### config.mk
export PLATFORM = sky130hd
export DESIGN_NAME = stream_mux2to1_arb
export DESIGN_NICKNAME = d
export VERILOG_FILES = /design/src/rtl/stream_mux2to1_arb.sv
export SDC_FILE = /design/constraint.sdc
export NUM_CORES = 1
export LEC_CHECK = 0
export CAP_MARGIN = 0
export CELL_PAD_IN_SITES_DETAIL_PLACEMENT = 2
export CELL_PAD_IN_SITES_GLOBAL_PLACEMENT = 2
export CORE_ASPECT_RATIO = 1.1
export CORE_MARGIN = 4
export CORE_UTILIZATION = 23
export CTS_CLUSTER_SIZE = 28
export DETAILED_ROUTE_END_ITERATION = 6
export PLACE_DENSITY_LB_ADDON = 0.1
export SLEW_MARGIN = 20
export SYNTH_ARGS = -nofsm -noshare
export SYNTH_HDL_FRONTEND = slang
export SYNTH_SLANG_ARGS = --single-unit
### constraint.sdc
create_clock -name clk -period 2 [get_ports clk]
set_input_delay 0.2 -clock clk [delete_from_list [all_inputs] [get_ports clk]]
set_output_delay 0.2 -clock clk [all_outputs]
set_load 0.005 [all_outputs]
### src/rtl/stream_mux2to1_arb.sv
// stream_mux2to1_arb: merges two valid/ready streams through one registered stage, round-robin with burst limit.
// Define MUX_SRC_TAG_EN to register the source index of each word on out_src_o (otherwise tied 0).
module stream_mux2to1_arb #(
    parameter int DATA_W    = 8,
    parameter int MAX_BURST = 4
) (
    input  logic              clk,
    input  logic              rst,
    input  logic [DATA_W-1:0] in0_data_i,
    input  logic              in0_valid_i,
    output logic              in0_ready_o,
    input  logic [DATA_W-1:0] in1_data_i,
    input  logic              in1_valid_i,
    output logic              in1_ready_o,
    output logic [DATA_W-1:0] out_data_o,
    output logic              out_valid_o,
    input  logic              out_ready_i,
    output logic              out_src_o
);
    typedef enum logic [1:0] {IDLE, GRANT0, GRANT1} state_t;

    localparam logic [3:0] CNT_MAX = 4'(MAX_BURST - 1);

    state_t            state_q, state_d;
    logic [3:0]        cnt_q, cnt_d;
    logic              last_q, last_d;
    logic [DATA_W-1:0] data_q;
    logic              valid_q;
    logic              load_ok, src, own_v, oth_v, xfer;
    state_t            other;

    always_comb begin
        load_ok     = ~valid_q | out_ready_i;
        src         = state_q == GRANT1;
        own_v       = src ? in1_valid_i : in0_valid_i;
        oth_v       = src ? in0_valid_i : in1_valid_i;
        other       = src ? GRANT0 : GRANT1;
        in0_ready_o = ~rst & (state_q == GRANT0) & load_ok;
        in1_ready_o = ~rst & (state_q == GRANT1) & load_ok;
        xfer        = (in0_ready_o & in0_valid_i) | (in1_ready_o & in1_valid_i);
        state_d     = state_q;
        cnt_d       = cnt_q;
        last_d      = last_q;
        if (state_q == IDLE) begin
            if (in0_valid_i | in1_valid_i)
                state_d = (in0_valid_i & (~in1_valid_i | last_q)) ? GRANT0 : GRANT1;
            cnt_d = '0;
        end else if (xfer) begin
            last_d = src;
            // burst limit only bites while the other side waits; otherwise the count saturates
            if (oth_v && cnt_q == CNT_MAX) begin
                state_d = other;
                cnt_d   = '0;
            end else begin
                cnt_d = (cnt_q == CNT_MAX) ? cnt_q : cnt_q + 4'd1;
            end
        end else if (~own_v) begin
            state_d = oth_v ? other : IDLE;
            cnt_d   = '0;
        end
    end

    always_ff @(posedge clk) begin
        if (rst) begin
            state_q <= IDLE;
            cnt_q   <= '0;
            last_q  <= 1'b1;
            data_q  <= '0;
            valid_q <= 1'b0;
        end else begin
            state_q <= state_d;
            cnt_q   <= cnt_d;
            last_q  <= last_d;
            valid_q <= xfer | (valid_q & ~out_ready_i);
            if (xfer)
                data_q <= src ? in1_data_i : in0_data_i;
        end
    end

`ifdef MUX_SRC_TAG_EN
    logic src_q;

    always_ff @(posedge clk) begin
        if (rst)
            src_q <= 1'b0;
        else if (xfer)
            src_q <= src;
    end

    assign out_src_o = src_q;
`else
    assign out_src_o = 1'b0;
`endif

    assign out_data_o  = data_q;
    assign out_valid_o = valid_q;
endmodule

==> run metrics, run 1 <==
status finished clean; clock network latency to the later pin of the worst-skew pair 240 ps; CTS tree built; most frequent cells in the layout clkdlybuf4s50_1, nor2_1, dfxtp_1; worst-path fanout max 10; Max Slew Vio Count 0; Power Total 0.000891 W; # rows 25; multi-input logic area 636 sq um; Mean Syn Cell Area 9.51 sq um; Logic pwr share ~28%; # DRC 0; adder-cell share of the synthesized area ~1.2%; core area 4380 sq um; die width 72.6 um; post-synthesis sequential area ratio 30.3%; fraction of layout cells with a size suffix above 1 22.8%; Synth Area in Compound Gates 25.4%; Critical Path RT 1800 ps; clock skew roughly 2.1 ps; Finish-stage setup viols 0; Die Y-Extent ~80 um; Routability Congestion 0.773; antenna diode count 0; final hold violation count 0; layout net count about 170; Post-Synthesis Cell Area 1060 sq um; area grow syn2layout 39.9%; Hold Path Depth 2; Detailed Place HPWL 2350 um; GRT Overall Usage 11.0%; vias in the first global route 1,043; critical path launch point type input pin; # hold bufs at CTS 0; initial cell density of the core 24.1%; Setup TNS 0 ps; Synth cell types 41; Fin Hold WS 501 ps; max_cap viols 0; maximum VDD drop 0.000177 V; PwrDens about 600 nW/um^2; worst r2r path cells 5; main combinational cell family by area after synthesis compound AO/OA/AOI/OAI gates; DIE AREA about 5700 sq um; simple-gate area share of the yosys netlist between 20 and 25%; DR WL/cell 14.9 um; vias per inst 4.94; total CTS buffers 3; initial antenna violation count 0; via count 983; Detailed Routing Iterations Pass 1 2; I/O Buffers 31; Tmin final 1850 ps; Leak Pwr 0.552 nW; Hold Path Class register to register; final global-route overflow total 0; RSZ-0062 raised after global routing false; sequential share of power 40.8%; Switch Pwr 0.000240 W; total wire length 2970 um; Iter 0 DRT Violations 14; Yosys reg bits 16; Fmax 539 MHz; CTS sink cnt 16; pin count of the biggest net entering global routing 18; Ys Warns 0; fill count 498; Internal about 0.00065 W; first-pass GRT wire length about 5000 um; XOR/XNOR share of the synthesized area 0%; WS Path Type input pin to output pin; Worst-path clk slew 60 ps; sequential cell area approximately 320 sq um; critical path capture point type output pin; Clock Power Share between 30% and 40%; Routed Antenna Nets 0; WP data arrival 1650 ps; Max Buffers Root-to-Sink 2; synthesized instance count 111; crit share post-route slightly above 90%; I/O Pins 33; synthesized net count approximately 130; Root Driver clkbuf_8; mux contribution to synthesized area 10.5%; most common cell after layout, fill and taps aside clkdlybuf4s50_1; Switching Share 26.9%; CTS H-tree lvls 1
-- per-layer routing --
| layer | vias up | GRT usage, % | routed length (um) |
|---|---|---|---|
| met5 | - | 0 | 0 |
| met3 | 2 | 2.41 | 172 |
| li1 | 474 | - | - |
| met1 | 479 | 14.0 | 1330 |
| met4 | 0 | 3.32 | 30 |
| met2 | 28 | 18.3 | 1430 |
-- flip-flops by register name, summed over array words and instances, names as in the netlist --
register	cells
state_q	2
last_q	1
out_data_o	8
out_valid_o	1
cnt_q	4
-- what timing repair did --
action                                 4_1_cts  5_1_grt
resized for setup                            1        1
setup endpoints to repair                    1        1
endpoints found under the hold margin        0        0
buffers inserted                             0        0
-- metrics by stage --
stage               instance area [sq um]  instances  setup slack, ps  utilization (%)
global route                         1480        199             21.2             33.7
global placement                     1420        195              129             32.4
finish                               1480        199              146             33.7
detailed placement                   1420        195             77.0             32.4
CTS                                  1480        199             47.6             33.7
floorplan                            1060        111              434                -
-- cell usage after synthesis, drive strengths merged --
cell	number	area, sq um
nor2	14	52.6
o211ai	1	7.51
a211oi	10	133
o21bai	1	7.51
nand3b	2	27.5
buf	10	85.1
or2	1	6.26
nor4b	2	17.5
nor3	3	20.0
or4	1	11.3
a41oi	1	8.76
clkbuf	1	3.75
nor2b	2	12.5
a21oi	1	5.00
o21ai	2	10.0
o41a	1	11.3
a2111oi	2	20.0
dfxtp	16	320
conb	1	3.75
a221o	1	10.0
nand2b	4	25.0
nand2	8	30.0
o311a	1	10.0
nor4	1	6.26
a31o	1	8.76
o22ai	2	18.8
nor3b	2	15.0
mux2	1	11.3
a311oi	2	17.5
or3b	1	11.3
nand3	1	5.00
ha	1	12.5
inv	3	11.3
mux2i	10	100
-- logic make-up after synthesis --
group / after synthesis
AO/OA/AOI/OAI: 26
adder cells (fa/ha/maj): 1
buffers and inverters: 14
flip-flops: 16
multiplexers: 11
other: 1
AND/OR/NAND/NOR: 42
-- worst max-delay path: stages --
cell	delay [ps]
clkdlybuf4s50_1	580
nor3_1	320
clkdlybuf4s50_1	550
-- area by class of cell --
cell class / instances / share of cell area [%]
well taps: 54 / 4.57
flip-flops and latches: 16 / 21.8
repair buffers: 41 / 26.1
inverters: 3 / 0.762
clock buffers: 4 / 3.73
multi-input cells: 81 / 43.0
-- power by group through the flow --
| stage | Combinational (W) | Sequential, W | Clock [W] |
|---|---|---|---|
| finish | 0.000245 | 0.000363 | 0.000282 |
| floorplan | 0.000160 | 0.000358 | 0 |
| global route | 0.000268 | 0.000368 | 0.000316 |
| CTS | 0.000251 | 0.000364 | 0.000296 |
| detailed placement | 0.000250 | 0.000370 | 0 |
| global placement | 0.000244 | 0.000369 | 0 |
-- path summary, 6_finish.rpt --
path,start,endpoint,slack [ps]
min,cnt_q[1],cnt_q[1],500
max reg2reg,cnt_q[0],state_q[1],260
max,rst,in1_ready_o,150
min reg2reg,cnt_q[1],cnt_q[1],500
No activity file was read; power rests on OpenSTA's default activity.
==> inputs of run 2 (changes only) <==
- CORE_MARGIN: 4 -> default
- GPL_TIMING_DRIVEN: default -> 0
- REMOVE_ABC_BUFFERS: default -> 1
==> run metrics, run 2 (synthesized netlist as in run 1, its figures left out) <==
Root Driver clkbuf_8; Hold Path Class register to register; antenna diode count 0; clock network latency to the later pin of the worst-skew pair 250 ps; total wire length 3010 um; Cell Chain, Critical Path nand2b_4 > nor3_2 > clkdlybuf4s50_1; CTS H-tree lvls 1; die width 66.6 um; critical path launch point type register; Max Buffers Root-to-Sink 2; CTS tree built; Fmax 542 MHz; Tmin final 1850 ps; Detailed Routing Iterations Pass 1 3; Switch Pwr ~0.00026 W; clock skew roughly 7.4 ps; # DRC 0; Critical Path RT between 1500 and 2000 ps; Critical Path Max Stage Delay 530 ps; DR WL/cell 15.4 um; fraction of layout cells with a size suffix above 1 23.9%; vias per inst a little under 5; max_cap viols 0; final instance area 1510 sq um; Slowest-stage cell, CP clkdlybuf4s50_1; crit share post-route 92.3%; most common cell after layout, fill and taps aside clkdlybuf4s50_1; maximum VDD drop 0.000229 V; Worst-path clk slew roughly 70 ps; I/O Pins 33; most frequent cells in the layout clkdlybuf4s50_1, nor2_1, dfxtp_1; I/O Buffers 31; pin count of the biggest net entering global routing 25; DP Area about 1300 sq um; # rows 25; initial antenna violation count 0; Clock Power Share roughly 32%; Setup TNS 0 ps; WP data arrival roughly 1700 ps; worst-path fanout max 13; Max Slew Vio Count 0; area grow syn2layout 42.9%; slew at the pin closest to its max-slew limit about 690 ps; core area 4350 sq um; critical path buffer and inverter count 1; Internal 0.000654 W; WS Path Type register to output pin; Leak Pwr ~0.55 nW; vias in the first global route 1,022; CTS sink cnt 16; PwrDens 605 nW/um^2; layout net count 165; via count about 970; placed cells 185; final global-route overflow total 0; first-pass GRT wire length 4920 um; status finished clean; GRT Overall Usage 13.2%; final hold violation count 0; total CTS buffers 3; Routability Congestion roughly 0.68; critical path capture point type output pin; initial cell density of the core 24.3%; Switching Share 28.4%; Iter 0 DRT Violations 17; max_slew headroom 54.1%; Finished Layout Cells 196; Detailed Place HPWL 1980 um; sequential share of power 40.1%; RSZ-0062 raised after global routing false; DIE AREA around 4900 sq um; Crit path max-delay family buffers and inverters; Logic pwr share 27.7%; max reg flops 8; Fin Hold WS roughly 500 ps; Finish-stage setup viols 0; Die Y-Extent between 70 and 80 um; Routed Antenna Nets 0
## run 2: changes by cell type in the layout (fill, tap and decap cells not counted), sizes merged
cell	change
a211oi	+1
buf	-4
clkdlybuf4s15	+1
clkdlybuf4s50	-2
dlymetal6s2s	+1
## run 2: final cells by class
cell class,count,area (sq um)
Timing Repair Buffer,37,372
Fill cell,483,2840
Multi-Input combinational cell,82,676
Tap cell,54,67.6
Inverter,3,11.3
Clock buffer,4,55.1
Sequential cell,16,328
## run 2: metal layers
metal  routed length (um)  share of wire [%]  track usage [%]  vias up
met5                    0                  0                0        -
met4                   19               0.63             3.55        0
met1                 1340                 44             15.7      471
li1                     -                  -                -      467
met2                 1480                 49             24.4       26
met3                  173                5.7             1.88        2
## run 2: power groups by stage
| stage | Clock (W) | Sequential (W) | Combinational, W |
|---|---|---|---|
| floorplan | 0 | 0.000366 | 0.000122 |
| global placement | 0 | 0.000369 | 0.000225 |
| detailed placement | 0 | 0.000371 | 0.000231 |
| CTS | 0.000309 | 0.000367 | 0.000254 |
| global route | 0.000322 | 0.000370 | 0.000275 |
| finish | 0.000295 | 0.000366 | 0.000253 |
## run 2: path summary, 6_finish.rpt
| kind | from | endpoint | slack (ps) | depth (start not counted) |
|---|---|---|---|---|
| max | state_q[0] | in1_ready_o | 150 | 3 |
| min | cnt_q[1] | cnt_q[1] | 500 | 2 |
| max reg2reg | cnt_q[0] | state_q[1] | 200 | 5 |
| min reg2reg | cnt_q[1] | cnt_q[1] | 500 | 2 |
## run 2: metrics by stage
step                      total power (W)  worst slack (ps)  util, %
after detailed placement         0.000602              -971     30.9
after global routing             0.000967              67.5     34.7
final                            0.000913               154     34.7
after floorplan                  0.000487              82.0        -
after global placement           0.000594              -960     30.9
after CTS                        0.000930              1.03     34.4
## run 2: tightest hold or removal path: cells and delay by family (launching register included)
| family | cells | cell delay, ps |
|---|---|---|
| and+or+nand+nor | 1 | 60 |
| AOI/OAI and AO/OA | 1 | 60 |
| DFF | 1 | 330 |
## run 2: what timing repair did
action                                  in CTS  in global routing
endpoints found under the hold margin        0                  0
endpoints found under the setup margin      17                  3
gates resized for setup                     10                  4
hold buffers                                 0                  0
pin swaps                                    2                  0
cloned                                       1                  0
setup buffers                                6                  0
==> inputs of run 3 (changes only) <==
--- a/config.mk
+++ b/config.mk
@@ -12,2 +12,3 @@
 export CORE_UTILIZATION = 23
+export CTS_BUF_LIST = sky130_fd_sc_hd__clkbuf_8
 export CTS_CLUSTER_SIZE = 28
==> constraint.sdc (replaced) <==
create_clock -name clk -period 2 [get_ports clk]
set_input_delay 0.4 -clock clk [delete_from_list [all_inputs] [get_ports clk]]
set_output_delay 0.4 -clock clk [all_outputs]
set_load 0.005 [all_outputs]
==> run metrics, run 3 (synthesized netlist as in run 1, its figures left out) <==
CTS H-tree lvls 1; Max Buffers Root-to-Sink 2; I/O Buffers 31; most frequent cells in the layout clkdlybuf4s50_1, nor2_1, dfxtp_1; CTS tree built; Power Total 0.000909 W; critical path launch point type input pin; crit share post-route 92.2%; CTS sink cnt 16; Worst Setup EP state_q[1]; Slowest-stage cell, CP a2111oi_1; PwrDens 608 nW/um^2; initial cell density of the core 24.3%; I/O Pins 33; worst r2r path cells 5; Tmin final 1840 ps; vias in the first global route 1,017; GRT Overall Usage between 10% and 20%; pin count of the biggest net entering global routing 25; # rows 25; area grow syn2layout 41.5%; antenna diode count 0; most common cell after layout, fill and taps aside clkdlybuf4s50_1; max_slew headroom 59.0%; Finish-stage setup viols 0; worst reg2reg setup slack 210 ps; Die Y-Extent 73.1 um; # hold bufs at CTS 0; total wire length 3020 um; Detailed Place HPWL 1980 um; fraction of layout cells with a size suffix above 1 approximately 24%; # DRC 0; FF-to-FF Start cnt_q[0]; CP dominant cell by count a2111oi_1; Worst-path clk slew 70 ps; critical path depth in cells 6; Leak Pwr 0.565 nW; multi-input logic area 676 sq um; Fin Hold WS ~500 ps; critical path buffer and inverter count 2; final instance area 1490 sq um; maximum VDD drop 0.000221 V; Critical Path Max Stage Delay 500 ps; DIE AREA 4870 sq um; max reg flops 8; sequential cell area 328 sq um; Hold Path Class register to register; Crit path max-delay family buffers and inverters; Max Slew Vio Count 0; clock skew 5.96 ps; max_cap viols 0; first-pass GRT wire length slightly below 5000 um; Finished Layout Cells between 150 and 200; WS Path Type input pin to register; critical path capture point type register; WP data arrival 2020 ps; worst r2r dst state_q[1]; Fmax 542 MHz; core area 4350 sq um; Routed Antenna Nets 0; status finished clean; DP Area 1350 sq um; total CTS buffers 3; layout net count roughly 170; Routability Congestion between 0.6 and 0.7; via count 959; worst-path fanout max 7; DR WL/cell ~15 um; final hold violation count 0; placed cells 185; Cell Chain, Critical Path clkdlybuf4s50_1 > nor2b_4 > buf_4 > a2111oi_1 > a2111oi_1 > mux2i_1; clock network latency to the later pin of the worst-skew pair 250 ps; initial antenna violation count 0; Critical Path RT roughly 2200 ps; final global-route overflow total 0; die width 66.6 um; RSZ-0062 raised after global routing false; fill count 488; slew at the pin closest to its max-slew limit 616 ps; Root Driver clkbuf_8; Detailed Routing Iterations Pass 1 3; vias per inst 4.87; Iter 0 DRT Violations 8; crit path from out_ready_i
-- run 3: cell types whose count changed in the layout (fill, tap and decap cells not counted), sizes merged --
cell	change
clkdlybuf4s15	-1
clkdlybuf4s50	-3
buf	+2
dlygate4sd2	+3
-- run 3: stage by stage --
stage	util, %	setup slack [ps]	TNS, ps
6_report	34.4	155	0
5_1_grt	34.4	41.8	0
2_1_floorplan	-	82.0	0
3_5_place_dp	30.9	-1170	-16420
4_1_cts	34.3	57.0	0
3_3_place_gp	30.9	-1160	-15880
-- run 3: worst min path at each step --
stage | start | endpoint | slack (ps) | cells past startpoint
floorplan | cnt_q[1] | cnt_q[1] | 460 | 2
global placement | cnt_q[1] | cnt_q[1] | 490 | 2
detailed placement | cnt_q[1] | cnt_q[1] | 500 | 2
CTS | cnt_q[1] | cnt_q[1] | 510 | 2
global route | cnt_q[1] | cnt_q[1] | 530 | 2
finish | cnt_q[1] | cnt_q[1] | 500 | 2
-- run 3: repair_timing --
action / 4_1_cts / 5_1_grt
setup endpoints to repair: 18 / 2
pin swaps: 2 / 0
gates resized for setup: 18 / 1
cloned: 1 / 0
setup buffers: 7 / 0
-- run 3: metal layers --
layer	track usage [%]	part of all wire (%)	up-vias
met2	24.2	48	26
met4	3.55	0.63	0
li1	-	-	470
met1	15.6	45	461
met5	0	0	-
met3	1.88	5.8	2
-- run 3: where the power goes --
group	switching, W	total (W)	leakage, nW	internal, W
Sequential	0.0000270	0.000366	0.132	0.000339
Combinational	0.000112	0.000248	0.405	0.000136
Clock	0.000120	0.000295	0.0288	0.000175
-- run 3: area by class of cell --
cell class	count	area share [%]
inverters	3	0.754
multi-input cells	82	45.2
well taps	54	4.52
clock buffers	4	3.69
flip-flops and latches	16	21.9
repair buffers	38	23.9
-- run 3: worst reg2reg max path: stages, from the launching register on --
cell,delay (ps)
dfxtp_1,400
ha_1,250
or3b_4,420
a2111oi_1,330
a2111oi_1,130
mux2i_1,140
==> edit 1: new RTL, flow settings as in run 1 <==
Set the parameter `DATA_W` to 12 (it was 8).
--- a/src/rtl/stream_mux2to1_arb.sv
+++ b/src/rtl/stream_mux2to1_arb.sv
@@ -1,7 +1,7 @@
 // stream_mux2to1_arb: merges two valid/ready streams through one registered stage, round-robin with burst limit.
 // Define MUX_SRC_TAG_EN to register the source index of each word on out_src_o (otherwise tied 0).
 module stream_mux2to1_arb #(
-    parameter int DATA_W    = 8,
+    parameter int DATA_W    = 12,
     parameter int MAX_BURST = 4
 ) (
     input  logic              clk,
Interface: changed (resized in0_data_i, in1_data_i and out_data_o); port bits go from 33 to 45. No check against the original RTL was run, so the function may have changed too.
==> edit 1 against run 1 <==
Die area up 11%. Area after synthesis up 12%. Routed wire length up 33%. Register-to-register slack better by 70 ps. Setup slack worse by 21 ps. Critical path depth unchanged. Core utilization up 1.1 points. Non-clock buffer count up 15. Design area up 18%. Final cell count up 19%. Sequential cell count up 4. Highest routed layer unchanged.
Power is not compared: it rests on default switching activity, and its combinational part moved more than twofold at a synthesized area within 25%.
==> edit 1: results (changes against run 1) <==
cts:
  cts.repair.resized: 0  # was 1
  clk_latency_ps: 260  # was 240 ps
  clk_pin_slew_ps: 80  # was 60 ps
power:
  vdd_drop_max_uv: 323
sta:
  timing.fmax_mhz: 533  # was 539 MHz
  clock-skew-final_ps: 1.23  # was 2.08 ps
route:
  firstDrtPassIters: 4  # was 2
  wirelength_um: 3940  # was 2970 um
  drt_iter0_drc: 31  # was 14
  vias_per_cell: 5.03  # was 4.94
global_routing:
  grt_use_total_pct: 13.1  # was 11.0%
  grt_pass1_vias: 1328  # was 1,043
  grt_max_degree: 15  # was 18
  grt_pass1_wl_um: 6760  # was 5020 um
finish:
  drive_gt1_share_pct: 17.4  # was 22.8%
  largest_reg_flops: 12  # was 8
  antenna_cells: 0  # unchanged
  layout.nets: 209  # was 168
  fill_cells: 568  # was 498
synthesis:
  ys_warn_count: 0  # unchanged
  ys_seq_area_share_pct: 33.9  # was 30.3%
  syn_nets: 159  # was 133
  synth_commonest_cells: "dfxtp_1, nand2_1, a21oi_1"  # was dfxtp_1, nor2_1, mux2i_1
  synth.distinct_cells: 48  # was 41
  synthTopCellsByArea: "dfxtp_1, a22oi_1, a21oi_1"  # was dfxtp_1, a211oi_2, mux2i_1
place:
  io_buffers: 43  # was 31
  dp.final_hpwl_um: 3100  # was 2350 um
  gp_congestion: 0.791  # was 0.773
critical_path:
  critPathMaxFanout: 13  # was 10
  critPathTopFamily: "simple AND/OR/NAND/NOR gates"  # was buffers and inverters
  cpPeakStageDelay_ps: 490  # was 580 ps
  critical_path_arrival_ps: 1670  # was 1650 ps
run_status:
  status: "complete, no violations"  # unchanged
## edit 1: path summary, 6_finish.rpt
path	startpoint	endpoint	slack [ps]	cells past startpoint
hold / removal	out_data_o[8]	out_data_o[8]	470	2
setup reg to reg	state_q[0]	out_data_o[6]	330	5
setup / recovery	state_q[0]	in1_ready_o	130	3
hold reg to reg	out_data_o[8]	out_data_o[8]	470	2
## edit 1: report_power, final
part	internal (mW)	total [mW]	switching, mW
logic	0.277	0.501	0.224
registers	0.446	0.499	0.0525
clock network	0.175	0.319	0.143
## edit 1: cell type report
class / count / area share, %
clock buffer: 4 / 3.16
multi-input combinational: 95 / 38.7
inverter: 3 / 0.647
tap: 58 / 4.17
timing repair buffer: 56 / 30.3
sequential: 20 / 23.0
## edit 1: kinds of logic after synthesis
| family | count (synthesis) | synth area share (%) |
|---|---|---|
| other | 1 | 0.317 |
| adders and majority gates | 1 | 1.06 |
| buffers and inverters | 14 | 9.00 |
| muxes | 2 | 1.69 |
| AOI/OAI and AO/OA | 47 | 29.8 |
| and+or+nand+nor | 44 | 24.3 |
| DFF | 20 | 33.9 |
## edit 1: worst reg2reg max path: stages, from the launching register on
cell,delay [ps]
dfxtp_1,580
nand3b_1,190
a211o_1,430
buf_4,220
nand2_1,70
a21oi_1,70
## edit 1: through the flow
step                      area (um^2)  std cells  worst slack [ps]  total power [mW]
after floorplan                  1180        129               511             0.820
after global placement           1690        232               115              1.00
after detailed placement         1690        232              96.4              1.02
after CTS                        1740        236              96.0              1.34
after global routing             1740        236              22.2              1.41
final                            1740        236               125              1.32
## edit 1: per-layer routing
metal  wire, um  track usage, %  vias to the layer above
li1           -               -                      575
met1       1640            15.2                      579
met2       2070            23.4                       31
met3        197            3.47                        2
met4         28            3.79                        0
met5          0               0                        -
==> edit 2: new RTL, config.mk and constraints of run 1 <==
Made on the original files. Re-encode `state_t` (3 states) as one-hot, 3 bits wide.
--- a/src/rtl/stream_mux2to1_arb.sv
+++ b/src/rtl/stream_mux2to1_arb.sv
@@ -17,7 +17,7 @@
     input  logic              out_ready_i,
     output logic              out_src_o
 );
-    typedef enum logic [1:0] {IDLE, GRANT0, GRANT1} state_t;
+    typedef enum logic [2:0] {IDLE = 3'b001, GRANT0 = 3'b010, GRANT1 = 3'b100} state_t;
 
     localparam logic [3:0] CNT_MAX = 4'(MAX_BURST - 1);
 
Formal check against the unedited RTL: same outputs for any inputs over 10 cycles, from zero or initial values and one cycle with rst high; not proved beyond that.
==> edit 2 against run 1 <==
Global-route usage is 3.4 points higher. Sequential cell count grew 1. Area after synthesis grew 2.4%. Setup slack got worse by 86 ps. Design area is 8.1% higher. Maximum frequency shrank 4.5%. Core utilization is 2.5 points higher. Routed wire length up 30%. Critical path type is now reg2out. Highest routed layer unchanged.
Power is not compared: it rests on default switching activity, and its combinational part moved more than twofold at a synthesized area within 25%.
==> edit 2: results (changes against run 1) <==
route:
  vias_per_cell: 5.13  # was 4.94
  firstDrtPassIters: 2  # unchanged
  wl_met1_um: 1720  # was 1330 um
  top_layer_used: "met4"  # unchanged
  wire_per_inst_um: 16.9  # was 14.9 um
  route.met3.wl_um: 147  # was 172 um
  wl_met2_um: 1970  # was 1430 um
  drt_iter0_drc: 38  # was 14
power:
  netSwitchingFraction_pct: 36.0
  vdd_drop_max_uv: 294
  p_leak_nw: 0.597
finish:
  antenna_cells: 0  # unchanged
  fill_cells: 503  # was 498
  drive_gt1_share_pct: 21.3  # was 22.8%
  layout.nets: 197  # was 168
  largest_reg_flops: 8  # unchanged
critical_path:
  crit_path_start: "state_q[2]"  # was rst
  reg2reg_slack_ps: 130  # was 260 ps
  worstSetupEndpointType: "primary output"  # unchanged
  critical_path_arrival_ps: 1740  # was 1650 ps
  r2r_cells: 6  # was 5
  worstReg2RegStart: "cnt_q[1]"  # was cnt_q[0]
  critPathTopFamily: "simple AND/OR/NAND/NOR gates"  # was buffers and inverters
  reg2reg_to: "cnt_q[3]"  # was state_q[1]
  critPathMaxFanout: 3  # was 10
  cp-endpoint: "in1_ready_o"  # unchanged
  crit_slowest_cell: "clkdlybuf4s50_1"  # unchanged
  cpPeakStageDelay_ps: 550  # was 580 ps
cts:
  cts_buffers: 3  # unchanged
  clk_latency_ps: 250
  cts-root-buf: "clkbuf_8"  # unchanged
  clock_path_buffers: 2  # unchanged
  cts.htree.levels: 1  # unchanged
  clk_pin_slew_ps: 70
sta:
  tightest_slew_ps: 527
  timing.fmax_mhz: 515  # was 539 MHz
  clock-skew-final_ps: 4.73  # was 2.08 ps
place:
  io_buffers: 31  # unchanged
  gp_congestion: 0.797  # was 0.773
  dp_slack_ps: -390  # was 77.0 ps
  dp.final_hpwl_um: 3100  # was 2350 um
run_status:
  status: "complete, no violations"  # unchanged
synthesis:
  synth_commonest_cells: "dfxtp_1, nand2_1, a21oi_1"  # was dfxtp_1, nor2_1, mux2i_1
  synth.distinct_cells: 47  # was 41
  syn_nets: 153  # was 133
  synthTopCellsByArea: "dfxtp_1, a22oi_1, a21oi_1"  # was dfxtp_1, a211oi_2, mux2i_1
  ys_warn_count: 0  # unchanged
  synthFlopType: "dfxtp_1"  # unchanged
  postSynth.asyncResetShare_pct: 0  # unchanged
  ys_seq_area_share_pct: 31.5  # was 30.3%
global_routing:
  grt_pass1_vias: 1339  # was 1,043
  grt_pass1_wl_um: 6690  # was 5020 um
  grt_use_total_pct: 14.4  # was 11.0%
  antenna_found_initial: 0  # unchanged
  grt_max_degree: 13  # was 18
min_path:
  min_path_type: "reg2reg"  # unchanged
edit 2: changes by cell type after synthesis, sizes merged, moves of 3 or more:
cell    before  now
a22oi        0    9
nor4         1    4
nand2b       4    1
nand2        8   14
a211oi      10    0
o21ai        2   10
mux2i       10    3
clkbuf       1    4
a21oi        1   12
buf         10    7
nor2        14    8
edit 2: final cells by class:
cell class | instances | area share (%)
clock inverters | 1 | 0.313
inverters | 5 | 1.17
repair buffers | 50 | 28.5
clock buffers | 3 | 2.58
well taps | 54 | 4.23
multi-input cells | 98 | 41.9
flip-flops and latches | 17 | 21.3
edit 2: worst min-delay path by stage:
stage	from	end	slack (ps)	cells after the start
2_1_floorplan	in0_data_i[0]	out_data_o[0]	380	2
3_3_place_gp	out_data_o[3]	out_data_o[3]	450	2
3_5_place_dp	out_data_o[3]	out_data_o[3]	460	2
4_1_cts	out_data_o[3]	out_data_o[3]	470	2
5_1_grt	out_data_o[5]	out_data_o[5]	490	2
6_report	out_data_o[3]	out_data_o[3]	460	2
edit 2: kinds of logic after synthesis:
family          Yosys count  synth area share [%]
compound gates           48                  29.5
simple gates             44                  25.6
flops                    17                  31.5
buf+inv                  16                  8.22
mux                       3                  2.78
fa+ha+maj                 2                  2.08
other cells               1                 0.347
edit 2: what timing repair did:
item | CTS | global route
endpoints found under the setup margin | 4 | 8
setup buffers | 0 | 0
gates cloned | 0 | 0
hold buffers | 0 | 0
resized for setup | 2 | 4
edit 2: worst register-to-register path, delay by kind of cell, from the launching register on:
family	cells	cell delay (ps)
AND/OR/NAND/NOR	1	190
adder cells (fa/ha/maj)	1	210
flip-flops	1	330
AO/OA/AOI/OAI	4	1040
edit 2: per-stage QoR:
| step | cell area [um^2] | utilization [%] | hold slack (ps) | cells |
|---|---|---|---|---|
| after global placement | 1530 | 34.7 | 448 | 224 |
| final | 1600 | 36.2 | 463 | 228 |
| after floorplan | 1080 | - | 384 | 131 |
| after detailed placement | 1530 | 34.7 | 455 | 224 |
| after global routing | 1600 | 36.2 | 495 | 228 |
| after CTS | 1580 | 35.9 | 466 | 228 |
edit 2: routing by layer:
| metal | track usage [%] | up-vias |
|---|---|---|
| met1 | 16.9 | 573 |
| met5 | 0 | - |
| li1 | - | 568 |
| met4 | 3.26 | 0 |
| met2 | 26.7 | 25 |
| met3 | 2.52 | 4 |
edit 2: power by group through the flow:
stage,clock network (mW),registers [mW],logic (mW)
floorplan,0,0.409,0.326
global placement,0,0.407,0.535
detailed placement,0,0.413,0.547
CTS,0.276,0.406,0.553
global route,0.297,0.411,0.612
finish,0.260,0.408,0.553
